--- src/rtl/pwm_capture.sv ---
// PWM receiver: samples an active-low PWM line and recovers its 8-bit duty once per period.
// Also flags malformed periods and stuck-low lines, and tracks lock to a valid periodic signal.
module pwm_capture #(
    parameter int PERIOD      = 256,
    parameter int TOL         = 2,
    parameter int SYNC_STAGES = 2
) (
    input  logic       clk,
    input  logic       rst,
    input  logic       pwm_in,
    output logic [7:0] duty,
    output logic       duty_valid,
    output logic       locked,
    output logic       period_err
);

    localparam int CW = $clog2(PERIOD + TOL + 1);
    localparam logic [CW-1:0] C_MAX    = CW'(PERIOD + TOL);
    localparam logic [CW-1:0] C_PER_M1 = CW'(PERIOD - 1);
    localparam logic [CW-1:0] C_255    = CW'(255);
    localparam logic [CW:0]   P_LO     = (CW + 1)'(PERIOD - TOL);
    localparam logic [CW:0]   P_HI     = (CW + 1)'(PERIOD + TOL);

    typedef enum logic [1:0] {S_SYNC, S_LOW, S_HIGH, S_FLAT_HI} state_t;

    logic [1:0]             r_rst_pipe;
    logic                   w_rst;
    logic [SYNC_STAGES-1:0] r_sync;
    logic                   r_prev;
    logic                   w_cur, w_fall, w_rise;
    state_t                 r_state, w_state_nxt;
    logic [CW-1:0]          r_low_cnt, w_low_nxt;
    logic [CW-1:0]          r_high_cnt, w_high_nxt;
    logic [CW:0]            w_period;
    logic [7:0]             r_duty, w_duty_nxt;
    logic                   r_valid, w_valid_nxt;
    logic                   r_locked, w_locked_nxt;
    logic                   r_err, w_err_nxt;

    function automatic logic [CW-1:0] sat_inc(input logic [CW-1:0] c);
        return (c == C_MAX) ? c : c + 1'b1;
    endfunction

    // Reset asserts immediately but releases only on a clock edge.
    always_ff @(posedge clk or posedge rst) begin
        if (rst) r_rst_pipe <= 2'b11;
        else     r_rst_pipe <= {r_rst_pipe[0], 1'b0};
    end
    assign w_rst = r_rst_pipe[1];

    // NOTE: sequential state uses non-blocking assignments so every flop samples pre-edge values.
    always_ff @(posedge clk or posedge w_rst) begin
        if (w_rst) begin
            r_sync <= '1;
            r_prev <= 1'b1;
        end else begin
            r_sync <= {r_sync[SYNC_STAGES-2:0], pwm_in};
            r_prev <= r_sync[SYNC_STAGES-1];
        end
    end

    assign w_cur    = r_sync[SYNC_STAGES-1];
    assign w_fall   = r_prev & ~w_cur;
    assign w_rise   = ~r_prev & w_cur;
    assign w_period = {1'b0, r_low_cnt} + {1'b0, r_high_cnt};

    // NOTE: every output of this block gets a default first, so no path can infer a latch.
    always_comb begin
        w_state_nxt  = r_state;
        w_low_nxt    = r_low_cnt;
        w_high_nxt   = r_high_cnt;
        w_duty_nxt   = r_duty;
        w_valid_nxt  = 1'b0;
        w_err_nxt    = 1'b0;
        w_locked_nxt = r_locked;
        case (r_state)
            S_SYNC: begin
                if (w_fall) begin
                    w_low_nxt   = CW'(1);
                    w_state_nxt = S_LOW;
                end else if (!w_cur) begin
                    w_high_nxt = '0;
                end else if (r_high_cnt == C_PER_M1) begin
                    w_high_nxt  = '0;
                    w_state_nxt = S_FLAT_HI;
                end else begin
                    w_high_nxt = sat_inc(r_high_cnt);
                end
            end
            S_LOW: begin
                if (w_rise) begin
                    w_high_nxt  = CW'(1);
                    w_state_nxt = S_HIGH;
                end else if (r_low_cnt == C_MAX) begin
                    w_err_nxt    = 1'b1;
                    w_locked_nxt = 1'b0;
                    w_low_nxt    = '0;
                    w_high_nxt   = '0;
                    w_state_nxt  = S_SYNC;
                end else begin
                    w_low_nxt = sat_inc(r_low_cnt);
                end
            end
            S_HIGH: begin
                if (w_fall) begin
                    // The fall closes this period and opens the next one.
                    if (w_period >= P_LO && w_period <= P_HI) begin
                        w_duty_nxt   = (r_low_cnt > C_255) ? 8'hFF : r_low_cnt[7:0];
                        w_valid_nxt  = 1'b1;
                        w_locked_nxt = 1'b1;
                    end else begin
                        w_err_nxt    = 1'b1;
                        w_locked_nxt = 1'b0;
                    end
                    w_low_nxt   = CW'(1);
                    w_state_nxt = S_LOW;
                end else if (r_high_cnt == C_MAX) begin
                    w_duty_nxt   = 8'd0;
                    w_valid_nxt  = 1'b1;
                    w_locked_nxt = 1'b1;
                    w_high_nxt   = '0;
                    w_state_nxt  = S_FLAT_HI;
                end else begin
                    w_high_nxt = sat_inc(r_high_cnt);
                end
            end
            S_FLAT_HI: begin
                if (w_fall) begin
                    w_low_nxt   = CW'(1);
                    w_state_nxt = S_LOW;
                end else if (r_high_cnt == C_PER_M1) begin
                    w_duty_nxt   = 8'd0;
                    w_valid_nxt  = 1'b1;
                    w_locked_nxt = 1'b1;
                    w_high_nxt   = '0;
                end else begin
                    w_high_nxt = sat_inc(r_high_cnt);
                end
            end
            default: w_state_nxt = S_SYNC;
        endcase
    end

    always_ff @(posedge clk or posedge w_rst) begin
        if (w_rst) begin
            r_state    <= S_SYNC;
            r_low_cnt  <= '0;
            r_high_cnt <= '0;
            r_duty     <= 8'd0;
            r_valid    <= 1'b0;
            r_locked   <= 1'b0;
            r_err      <= 1'b0;
        end else begin
            r_state    <= w_state_nxt;
            r_low_cnt  <= w_low_nxt;
            r_high_cnt <= w_high_nxt;
            r_duty     <= w_duty_nxt;
            r_valid    <= w_valid_nxt;
            r_locked   <= w_locked_nxt;
            r_err      <= w_err_nxt;
        end
    end

    assign duty       = r_duty;
    assign duty_valid = r_valid;
    assign locked     = r_locked;
    assign period_err = r_err;

endmodule
--- config.mk ---
export PLATFORM = sky130hd
export DESIGN_NAME = pwm_capture
export DESIGN_NICKNAME = d
export VERILOG_FILES = /design/src/rtl/pwm_capture.sv
export SDC_FILE = /design/constraint.sdc
export NUM_CORES = 1
export LEC_CHECK = 0
export CAP_MARGIN = 10
export CELL_PAD_IN_SITES_DETAIL_PLACEMENT = 1
export CELL_PAD_IN_SITES_GLOBAL_PLACEMENT = 2
export CORE_MARGIN = 10
export CORE_UTILIZATION = 37
export CTS_BUF_LIST = sky130_fd_sc_hd__clkbuf_8 sky130_fd_sc_hd__clkbuf_16
export DETAILED_ROUTE_END_ITERATION = 7
export PLACE_DENSITY = 0.84
export RECOVER_POWER = 25
export SYNTH_ARGS = -nofsm -noshare
export SYNTH_HDL_FRONTEND = slang
export SYNTH_SLANG_ARGS = --single-unit
--- constraint.sdc ---
create_clock -name clk -period 1.5 [get_ports clk]
set_input_delay 0.3 -clock clk [delete_from_list [all_inputs] [get_ports clk]]
set_output_delay 0.3 -clock clk [all_outputs]
set_load 0.05 [all_outputs]
==> results of run 1 <==
==> synth_stat cells (4+ instances only) <==
cell / n
sky130_fd_sc_hd__a21o_1: 4
sky130_fd_sc_hd__a21oi_1: 15
sky130_fd_sc_hd__and3_1: 8
sky130_fd_sc_hd__dfrtp_1: 31
sky130_fd_sc_hd__dfstp_2: 5
sky130_fd_sc_hd__ha_1: 21
sky130_fd_sc_hd__inv_1: 17
sky130_fd_sc_hd__nand2_1: 20
sky130_fd_sc_hd__nand2b_1: 11
sky130_fd_sc_hd__nand3_1: 7
sky130_fd_sc_hd__nor2_1: 33
sky130_fd_sc_hd__nor3_1: 5
sky130_fd_sc_hd__o21ai_0: 27
sky130_fd_sc_hd__o22ai_1: 5
sky130_fd_sc_hd__o2bb2ai_1: 8
sky130_fd_sc_hd__xor2_1: 5
==> report_power, final <==
group / total [W] / switching [W] / internal (W)
logic: 0.00445 / 0.00241 / 0.00204
registers: 0.00131 / 0.000184 / 0.00112
clock network: 0.000916 / 0.000428 / 0.000488
==> cell type report <==
| type | instances | area, um^2 | share of cell area [%] |
|---|---|---|---|
| clock buffers | 5 | 68.8 | 1.67 |
| inverters | 17 | 63.8 | 1.55 |
| clock inverters | 3 | 38.8 | 0.943 |
| flip-flops and latches | 36 | 908 | 22.1 |
| repair buffers | 109 | 1010 | 24.7 |
| well taps | 77 | 96.3 | 2.34 |
| multi-input cells | 216 | 1920 | 46.7 |
==> routing by layer <==
metal | wire length (um) | part of all wire (%)
met3 | 577 | 4.9
met2 | 6250 | 53
met1 | 4510 | 38
met4 | 490 | 4.1
met5 | 0 | 0
==> how the worst min path moves through the flow <==
stage,startpoint,end,slack (ns),depth (start not counted)
after global routing,r_sync[0],r_sync[1],0.36,0
after global placement,r_sync[0],r_sync[1],0.35,0
after CTS,rst,r_rst_pipe[0],0.35,2
after floorplan,rst,r_rst_pipe[0],0.21,1
after detailed placement,r_sync[0],r_sync[1],0.35,0
final,r_rst_pipe[0],r_rst_pipe[1],0.36,0
==> state kept, by name (all words and copies together), names as in the netlist <==
register,cells
r_prev,1
locked,1
duty_valid,1
r_high_cnt,9
period_err,1
r_low_cnt,9
r_state,2
duty,8
r_sync,2
r_rst_pipe,2
==> repair_timing <==
item	in CTS	in global routing
pin swaps	32	23
endpoints found under the setup margin	31	31
gates resized for setup	82	50
buffers inserted	13	9
gates cloned	0	0
==> metrics by stage <==
stage | total power [W] | worst slack, ns | hold WS [ns] | util (%)
finish | 0.00667 | -1.27 | 0.361 | 64.8
floorplan | 0.00276 | -1.03 | 0.212 | -
global placement | 0.00383 | -1.05 | 0.350 | 52.8
detailed placement | 0.00397 | -1.25 | 0.349 | 52.8
CTS | 0.00559 | -1.12 | 0.350 | 60.9
global route | 0.00694 | -1.33 | 0.362 | 64.8
==> logic make-up (layout without fill, tap and decap cells) <==
family          count (synthesis)  in the layout
other cells                     1              1
simple gates                  105            105
fa+ha+maj                      22             22
flops                          36             36
xor+xnor                        5              5
buf+inv                        22            134
compound gates                 82             82
mux                             1              1
==> layout by cell type (no fill, tap or decap), drive strengths merged, types with 11 or more instances in the layout <==
master  Yosys  final
inv        17     18
a21oi      15     15
nand2      20     20
buf         3    106
nand2b     11     11
ha         21     21
dfrtp      31     31
o21ai      30     30
nor2       33     33
==> results list, run 1 <==
- Area of the placeable core: 6350 um^2
- In the routed design, unresolved DRC markers number 0.
- Data on the critical path is required at its endpoint by 1.69 ns.
- The final number of hold-violating endpoints was 0.
- Sinks on the clock net: 36
- Parity-gate share of the synthesized area counting xor and xnor cells: 1.80%
* Basic-gate share of the synthesized area counting and, or, nand and nor cells: 22.7%
* Number of warnings issued by yosys: 0
- The critical path goes through ha_2 > inv_2 > fa_2 > nand2b_4 > a21oi_4 > xor2_2 > buf_4 > nor4b_4 > and4_4 > o21ai_4 > o21a_4 > o2bb2ai_1.
- Global routing used 21.1% of the available tracks across all layers.
- In this run the remaining antenna-violating nets after routing total 0.
- The post-route netlist has 54.7% of its cells at a drive strength greater than 1.
* Met2 routing resource usage after global routing: 40.2%
* RD Place Congestion: 0.816
* Most crowded layer after global routing: met2
- During I/O placement, the number of pins put on the boundary was 14.
- Area growth syn-to-layout: 69.3%
* Violations in the final reports: negative setup slack
- Die outline height: 101 um
* Post-detailed-placement cell area: 3350 um^2
- After clock tree synthesis, the clock-pin slew on the worst setup and hold paths is 0.09 ns.
- Number of rows created at floorplan: 29
* GR Layer Usage met3: 3.50%
- The synthesized design contains 0 enable-type register cells.
- Power density of the placed cells: 1620 nW/um^2
* Achievable clock frequency: 0.361 GHz
* GRT met1 Usage: 23.0%
* Worst slew pin tran: 0.944 ns
- The final layout contains 410 nets.
* Register area share after synthesis: 37.3%
- Classification of the worst-slack hold path: reg -> reg
* Worst IR drop on VDD: 1.53 mV
* Total via count in the routed design: 2808
- When the netlist entered floorplanning its net count stood at 299.
- Subtracting the final worst setup slack from the clock period gives 2.77 ns.
* Critical Path Max Stage Delay: 0.42 ns
- STA puts the critical path data arrival time at 2.95 ns.
- Main combinational cell family by area after synthesis: simple AND/OR/NAND/NOR gates
- Input/output buffers: 13
- # fillers: 654
- Summing the areas of all compound-gate instances in the mapped netlist gives 22.2% of the synthesized area.
* Fin crit share: 184%
- End of the worst register-to-register path: duty[7]
* Register-to-Register Setup Slack: -1.27 ns
- Max Fanout on Critical Path: 8
* Run status: finished, violations left
- Later-pin clock latency in the skew report: 0.31 ns
- In this run the horizontal extent of the chip is 101 um.
- Number of H-tree branching levels: 2
- The critical path contains buffers and inverters numbering 2 combined.
- TritonCTS built the clock tree.
* Startpoint type of the worst setup path: register
- The worst register-to-register path has a depth of 12.
- Inserted Diodes: 0
- In the post-synthesis netlist, the biggest area contributors are sky130_fd_sc_hd__dfrtp_1 (32%), sky130_fd_sc_hd__ha_1 (11%), sky130_fd_sc_hd__o21ai_0 (5.6%), sky130_fd_sc_hd__dfstp_2 (5.4%), sky130_fd_sc_hd__nor2_1 (5.1%).
- Headroom to the max-slew limit came out at 37.1%.
- After synthesis, the largest area contributor takes up 31.9% of total cell area.
- The via count of the first global-routing pass is 3063.
- Cell count after synthesis: 274
* Die Footprint: 10200 um^2
- Avg WL per Cell: 25.5 um
* Placed Cells incl. Taps: 435
- Average via count per standard cell: 6.06
* Max Clock Skew: 0.0129 ns
- After global routing the overflow that remains totals 0.
- After legalization and detailed placement, the total HPWL measured 6180 um.
* Dominant synthesized flop cell: sky130_fd_sc_hd__dfrtp_1
* Starting DRT DRC Count: 203
* CP Capture Point: duty[7]
- Library cell used as clock root buffer: sky130_fd_sc_hd__clkbuf_8
- Setup repair after global routing missed its margin: true
- Final setup TNS: -25.90 ns
- Cts bufs inserted: 5
- Among all stages on the critical path, the largest delay is contributed by sky130_fd_sc_hd__dfrtp_1.
- Fin. max-slew vios: 0
- Of the post-synthesis cell area, the part taken by muxes is 0.412%.
- In this run the deepest clock path goes through 2 buffers.
- Fin cells: 463
- The analysis attributes to cell leakage a power of 1.83 nW.
- Fraction of the mapped netlist area in adder cells: 11.6%
- The worst setup path is captured at a register.
* Maximum number of pins on one net before global-route repair: 35
* Largest delay share family, worst path: simple AND/OR/NAND/NOR gates
- The cell area that synthesis handed to floorplanning was 2430 um^2.
- Tracing the worst setup path back leads to its startpoint at r_low_cnt[0].
* Synth async-reset ratio: 100%
- The first global-routing pass estimated 17000 um of wire.
- Kind of critical path: reg -> reg
- Summing all non-filler instances in the final layout gives an area of 4110 um^2.
- Library cell with the largest summed area after synthesis: sky130_fd_sc_hd__dfrtp_1
- Path length in cells of the critical path: 12
- Averaged over all synthesized cells, the footprint is 8.87 um^2.
- #FFs+latches synth: 36
- Setup violations remaining at the end of the flow were counted as 31.
- Count of hold buffers inserted by post-cts repair: 0
- The worst register-to-register path begins at r_low_cnt[0].
- For this block, the routed nets add up to 11800 um of wire.
- Initial Util: 38.3%
- Number of distinct library cell variants in the gate-level netlist after synthesis: 51
* Initial antenna violation count: 0
- Smallest setup slack after layout: -1.27 ns
- Number of iterations in the first detailed-routing pass: 4
* Total of max-cap violations: 0
(Power assumes the default switching activity.)
==> run 2, diff against run 1 <==
TNS_END_PERCENT = 1   (was not set)
==> run 2 against run 1 <==
The flow still finishes with violations (negative setup slack). Count of clock-buffer cells in the layout is the same. Clock skew shrank 0.0032 ns. Via count shrank 11%. Utilization shrank 6.6 points. Sequential power is essentially flat. Die area is the same. Design area shrank 10%. Routed wire length shrank 27%. Sequential share of layout area grew 2.5 points. Setup slack gained 0.033 ns. Critical endpoint is now duty_valid. Largest power group unchanged. Highest routed layer unchanged.
==> results list, run 2 (synthesis gave the netlist of run 1 again) <==
- Run status: finished, violations left (unchanged)
* Violations in the final reports: negative setup slack (unchanged)
- The routed wirelength normalized by instance count came to 19.3 um (was 25.5 um).
- Clock period minus worst slack: 2.73 ns (was 2.77 ns)
- Most frequent cells in the layout: sky130_fd_sc_hd__buf_4 (69), sky130_fd_sc_hd__nor2_1 (33), sky130_fd_sc_hd__dfrtp_1 (31) (was sky130_fd_sc_hd__buf_4 (81), sky130_fd_sc_hd__dfrtp_1 (30), sky130_fd_sc_hd__nor2_1 (27)).
- The static leakage came to 1.68 nW (was 1.83 nW).
- The remaining global-route overflow came to 0 (unchanged).
- The kind of start point of the critical path is a register (unchanged).
- The post-DP HPWL is 6010 um (was 6180 um).
* Total via count in the routed design: 2487 (was 2808)
- Final setup TNS: -24.11 ns (was -25.90 ns)
- The final setup violation count was 31 (unchanged).
- Number of H-tree branching levels: 2 (unchanged)
- Met2 wire len: 4500 um (was 6250 um)
- The number of remaining DRC errors came to 0 (unchanged).
* Most common library cell in the layout ignoring fill and taps: sky130_fd_sc_hd__buf_4 (unchanged)
- The number of nets in the layout is 393 (was 410).
* Smallest setup slack after layout: -1.23 ns (was -1.27 ns)
- Cts bufs inserted: 5 (unchanged)
- Max Fanout on Critical Path: 3 (was 8)
- The wire length of the first global-routing pass was 13800 um (was 17000 um).
- The buffer type at the clock tree root is sky130_fd_sc_hd__clkbuf_8 (unchanged).
- Max Clock Skew: 0.00963 ns (was 0.0129 ns)
* Average via count per standard cell: 5.58 (was 6.06)
* GR Util All Layers: 16.6% (was 21.1%)
- Fin cells: 446 (was 463)
- Maximum number of pins on one net before global-route repair: 35 (unchanged)
* Die X-Extent: 101 um (unchanged)
* Total of max-cap violations: 0 (unchanged)
* Achievable clock frequency: 0.366 GHz (was 0.361 GHz)
- Required time reported for the critical path endpoint: 1.71 ns (was 1.69 ns)
- The layout filler cell count came to 704 (was 654).
- Power density of the placed cells: 1470 nW/um^2 (was 1620 nW/um^2)
- Uppermost metal layer occupied by signal nets: met4 (unchanged)
- Sequential cell area: 907 um^2 (was 908 um^2)
- DRT met1 WL: 3710 um (was 4510 um)
- Worst slew pin tran: 0.885 ns (was 0.944 ns)
* Starting DRT DRC Count: 95 (was 203)
* Input/output buffers: 13 (unchanged)
* Die Footprint: 10200 um^2 (unchanged)
- The number of rows created at floorplan was 29 (unchanged).
- Worst IR drop on VDD: 1.11 mV (was 1.53 mV)
* Placed Cells incl. Taps: 435 (unchanged)
* Maximum number of buffers from clock root to sink: 2 (unchanged)
- The final-layout worst hold slack was 0.362 ns (was 0.361 ns).
* Area of combinational cells with multiple inputs: 1650 um^2 (was 1920 um^2)
- The clock sink count was 36 (unchanged).
* Classification of the worst-slack hold path: reg -> reg (unchanged)
- Setup repair after global routing missed its margin: true (unchanged).
* Number of iterations in the first detailed-routing pass: 4 (unchanged)
- The CTS tree was done (unchanged).
- The initial antenna violation count came to 0 (unchanged).
* Count of hold buffers inserted by post-cts repair: 0 (unchanged)
- The classification of the worst setup path is reg -> reg (unchanged).
* Area growth syn-to-layout: 52.1% (was 69.3%)
- Die outline height: 101 um (unchanged)
- The final RePlAce weighted congestion was 0.849 (was 0.816).
* Antenna-violating nets left: 0 (unchanged)
- Fin crit share: 182% (was 184%)
* Routed wire length on met3: 201 um (was 577 um)
- Fin. max-slew vios: 0 (unchanged)
- Endpoints failing hold: 0 (unchanged)
- Dpl ws: -1.25 ns (about the same)
- Total wire length after detailed routing: 8630 um (was 11800 um)
- The share of final-layout standard cells stronger than drive strength 1 was 40.7% (was 54.7%).
- The critical path data arrival time came to 2.94 ns (was 2.95 ns).
* CTS clk-pin slew, worst paths: 0.09 ns (about the same)
- Initial Util: 38.3% (unchanged)
* Endpoint kind of the worst setup timing path: register (unchanged)
- The via count of the first global-routing pass came to 2789 (was 3063).
* Tightest slew margin relative to the limit: 41.0% (was 37.1%)
- The clock latency on the worst-skew pair came to 0.30 ns (was 0.31 ns).
* I/O pin cnt: 14 (unchanged)
- Area of the placeable core: 6350 um^2 (unchanged)
* Inserted Diodes: 0 (unchanged)
## run 2: layer usage
layer  global-route usage (%)  up-vias
met2                     30.1       37
met5                        0        -
met1                     19.2     1263
li1                         -     1168
met4                     5.36        0
met3                     2.95       19
## run 2: cell type report
| cell class | instances | area share, % |
|---|---|---|
| Clock inverter | 3 | 1.25 |
| Multi-Input combinational cell | 216 | 44.6 |
| Tap cell | 77 | 2.61 |
| Clock buffer | 5 | 1.86 |
| Inverter | 17 | 1.73 |
| Timing Repair Buffer | 92 | 23.4 |
| Sequential cell | 36 | 24.5 |
## run 2: where the power goes
group	internal (W)	leakage (nW)	total, W	switching [W]
sequential	0.00112	0.469	0.00128	0.000156
clock	0.000501	0.0548	0.000915	0.000413
combinational	0.00155	1.16	0.00324	0.00169
total	0.00317	1.68	0.00543	0.00226
## run 2: what timing repair did
action                                 in CTS  in global routing
buffers inserted                            1                  2
resized for setup                          31                 26
pin swaps                                   7                 10
setup endpoints to repair                  31                 31
endpoints found under the hold margin       0                  0
## run 2: metrics by stage
step | total power, W | instance area [um^2] | utilization, %
floorplan | 0.00272 | 2460 | -
global placement | 0.00391 | 3340 | 52.6
detailed placement | 0.00401 | 3340 | 52.6
CTS | 0.00514 | 3580 | 56.4
global route | 0.00578 | 3700 | 58.2
finish | 0.00543 | 3700 | 58.2
## run 2: worst max-delay path, stage by stage, from the launching register on
cell and delay (ns):
sky130_fd_sc_hd__dfrtp_1 0.42, sky130_fd_sc_hd__ha_2 0.23, sky130_fd_sc_hd__inv_2 0.04, sky130_fd_sc_hd__fa_2 0.35
sky130_fd_sc_hd__nand2b_4 0.16, sky130_fd_sc_hd__a21o_1 0.17, sky130_fd_sc_hd__a22oi_2 0.27, sky130_fd_sc_hd__xor2_2 0.15
sky130_fd_sc_hd__nor4b_4 0.37, sky130_fd_sc_hd__or2_4 0.21, sky130_fd_sc_hd__o21ai_2 0.07, sky130_fd_sc_hd__o21ai_1 0.20
## run 2: path summary, 6_finish.rpt
| path | startpoint | endpoint | slack (ns) | depth (start not counted) |
|---|---|---|---|---|
| worst max-delay path | r_high_cnt[0] | duty_valid | -1.23 | 11 |
| worst min-delay path | r_rst_pipe[0] | r_rst_pipe[1] | 0.36 | 0 |
| worst max register to register | r_high_cnt[0] | duty_valid | -1.23 | 11 |
| worst min register to register | r_rst_pipe[0] | r_rst_pipe[1] | 0.36 | 0 |
| max in group asynchronous | r_rst_pipe[1] | locked | 0.41 | 2 |
| min in group asynchronous | rst | r_rst_pipe[0] | 0.45 | 2 |
==> run 3, diff against run 2 <==
HOLD_SLACK_MARGIN = 0.05   (was not set)
RECOVER_POWER = not set   (was 25)
==> run 3 against run 2 <==
The flow still finishes with violations (negative setup slack). Die area stayed put. Worst hold slack got worse by 0.049 ns. Maximum frequency shrank 0.38%. Utilization is essentially flat. Critical path type unchanged. Largest cell class unchanged.
==> results list, run 3 (synthesis gave the netlist of run 1 again) <==
* Number of H-tree branching levels: 2 (unchanged)
- Count of hold buffers inserted by post-cts repair: 0 (unchanged)
* Fraction of power spent switching nets: 41.5% (was 41.6%)
* Critical Path Max Stage Delay: 0.41 ns (was 0.42 ns)
- Library cell used as clock root buffer: sky130_fd_sc_hd__clkbuf_8 (unchanged)
- Area growth syn-to-layout: 52.2% (was 52.1%)
* Placed Cells incl. Taps: 435 (unchanged)
- The number of pins exceeding their max-slew limit in the final report was 0 (unchanged).
* Post-route cell area: 3700 um^2 (about the same)
* Sinks on the clock net: 36 (unchanged)
* Worst IR drop on VDD: 1.10 mV (was 1.11 mV)
- Cts bufs inserted: 5 (unchanged)
- Antenna-violating nets left: 0 (unchanged)
* Input/output buffers: 13 (unchanged)
- Cell with the largest stage delay on the worst path: sky130_fd_sc_hd__dfrtp_1 (unchanged)
- Sequence of cells on the critical path: ha_2 > inv_2 > fa_2 > nand2b_4 > a21o_1 > a22oi_2 > xor2_2 > nor4b_4 > or2_4 > o21ai_2 > o21ai_1 (unchanged)
* Worst reg2reg path depth: 11 (unchanged)
- The fraction of power consumed by sequential logic came to 23.5% (about the same).
- The deepest clock path buffer count was 2 (unchanged).
- CTS clk-pin slew, worst paths: 0.09 ns (about the same)
- Run status: finished, violations left (unchanged).
* Area of the placeable core: 6350 um^2 (unchanged)
- The number of remaining DRC errors is 0 (unchanged).
- Die outline height: 101 um (unchanged)
* Fin Hold WS: 0.313 ns (was 0.362 ns)
- The largest net degree at the start of global routing is 35 (unchanged).
* Worst reg2reg startpoint: r_high_cnt[0] (unchanged)
- The starting density of the core is 38.3% (unchanged).
- Total number of nets in the final design: 393 (unchanged)
* Startpoint type of the worst setup path: register (unchanged)
- Psw: 0.00225 W (was 0.00226 W)
* Total of max-cap violations: 0 (unchanged)
- The flip-flop and latch area is 907 um^2 (unchanged).
- Initial antenna violation count: 0 (unchanged)
* Fin cells: 446 (unchanged)
* Classification of the worst-slack hold path: in -> async (was reg -> reg)
- Inserted Diodes: 0 (unchanged)
- Number of iterations in the first detailed-routing pass: 4 (unchanged)
- The total wirelength of the detailed-routed design is 8630 um (about the same).
- Post-detailed-placement cell area: 3340 um^2 (unchanged)
- Number of global-route vias before repair: 2789 (unchanged)
- The total power of the final layout came to 0.00543 W (about the same).
- The internal portion of total power is 0.00318 W (was 0.00317 W).
* Power density of the placed cells: 1470 nW/um^2 (about the same)
- I/O pin cnt: 14 (unchanged)
- The power share of the clock group was 16.8% (about the same).
- Most frequent cells in the layout: sky130_fd_sc_hd__buf_4 (70), sky130_fd_sc_hd__nor2_1 (33), sky130_fd_sc_hd__dfrtp_1 (31) (was sky130_fd_sc_hd__buf_4 (69), sky130_fd_sc_hd__nor2_1 (33), sky130_fd_sc_hd__dfrtp_1 (31))
- The final cycle utilization of the critical path came to 183% (was 182%).
- Clock period minus worst slack: 2.74 ns (was 2.73 ns)
- Smallest setup slack after layout: -1.24 ns (was -1.23 ns)
* Total via count in the routed design: 2481 (was 2487)
- Area of combinational cells with multiple inputs: 1650 um^2 (unchanged)
- Avg WL per Cell: 19.4 um (was 19.3 um)
- # fillers: 704 (unchanged)
* Number of rows created at floorplan: 29 (unchanged)
* Worst endpoint data arrival time: 2.95 ns (was 2.94 ns)
- End of the worst register-to-register path: duty_valid (unchanged)
- Kind of critical path: reg -> reg (unchanged)
* Number of endpoints failing setup at the final stage: 31 (unchanged)
* Endpoints failing hold: 0 (unchanged)
- RD Place Congestion: 0.849 (unchanged)
* Relative contribution of combinational cells to total power: 59.7% (was 59.6%)
- The remaining global-route overflow came to 0 (unchanged).
- Wire length of the first global-routing pass: 13800 um (unchanged)
- Max Fanout on Critical Path: 3 (unchanged)
- The die extent in x was 101 um (unchanged).
* Max Clock Skew: 0.0106 ns (was 0.00963 ns)
- The static leakage came to 1.68 nW (about the same).
* Violations in the final reports: negative setup slack (unchanged)
- The initial DRC count was 91 (was 95).
- GR Util All Layers: 16.6% (unchanged)
- The CTS tree was done (unchanged).
- Setup repair after global routing missed its margin: true (unchanged)
- Final HPWL DP: 6010 um (unchanged)
- Most common library cell in the layout ignoring fill and taps: sky130_fd_sc_hd__buf_4 (unchanged)
- Die Footprint: 10200 um^2 (unchanged)
- The kind of capture point of the worst setup path is a register (unchanged).
- Average via count per standard cell: 5.56 (was 5.58)
- The clock latency on the worst-skew pair was 0.30 ns (about the same).
- Fraction of layout cells with a size suffix above 1: 40.7% (unchanged)
- The maximum operating frequency was 0.364 GHz (was 0.366 GHz).
- The flop-to-flop setup slack came to -1.24 ns (was -1.23 ns).
- The required time at the endpoint of the critical path came to 1.70 ns (was 1.71 ns).
==> run 3: how the worst max path moves through the flow <==
stage | startpoint | to
3_3_place_gp | r_high_cnt[0] | duty[4]
6_report | r_high_cnt[0] | duty_valid
5_1_grt | r_high_cnt[0] | duty_valid
2_1_floorplan | r_low_cnt[0] | duty[0]
4_1_cts | r_high_cnt[0] | period_err
3_5_place_dp | r_high_cnt[0] | duty[0]
==> run 3: power by group through the flow <==
stage	Sequential, W	Clock (W)	Combinational (W)
2_1_floorplan	0.00134	0	0.00137
3_3_place_gp	0.00127	0	0.00264
3_5_place_dp	0.00128	0	0.00274
4_1_cts	0.00127	0.000918	0.00295
5_1_grt	0.00129	0.000959	0.00353
6_report	0.00128	0.000912	0.00324
==> run 3: routing by layer <==
layer	share of wire (%)	vias to the layer above	wire, um	track usage [%]
met5	0	-	0	0
met3	2.5	19	219	2.95
met2	52	38	4500	30.1
met4	2.5	0	212	5.36
li1	-	1168	-	-
met1	43	1256	3700	19.2
==> run 3: worst max-delay path, delay by kind of cell (launching register included) <==
family / cells / cell delay, ns
DFF: 1 / 0.41
AOI/OAI and AO/OA: 4 / 0.71
and+or+nand+nor: 3 / 0.75
xor gates and xnor gates: 1 / 0.15
adders and majority gates: 2 / 0.57
buffers and inverters: 1 / 0.04
==> run 3: per-stage QoR <==
step / TNS [ns] / utilization [%] / setup WS, ns
floorplan: -20.12 / - / -1.03
global placement: -22.33 / 52.6 / -1.10
detailed placement: -25.10 / 52.6 / -1.25
CTS: -23.34 / 56.4 / -1.16
global route: -26.94 / 58.2 / -1.35
finish: -24.05 / 58.2 / -1.24
==> run 3: final cells by class <==
| type | count | area share, % |
|---|---|---|
| Clock inverter | 3 | 1.25 |
| Timing Repair Buffer | 92 | 23.4 |
| Inverter | 17 | 1.73 |
| Clock buffer | 5 | 1.86 |
| Sequential cell | 36 | 24.5 |
| Multi-Input combinational cell | 216 | 44.6 |
| Tap cell | 77 | 2.60 |
==> run 3: timing repair <==
action	CTS	global route
buffers inserted	1	2
endpoints found under the hold margin	0	0
pin swaps	7	10
endpoints found under the setup margin	31	31
cloned	0	0
resized for setup	31	26
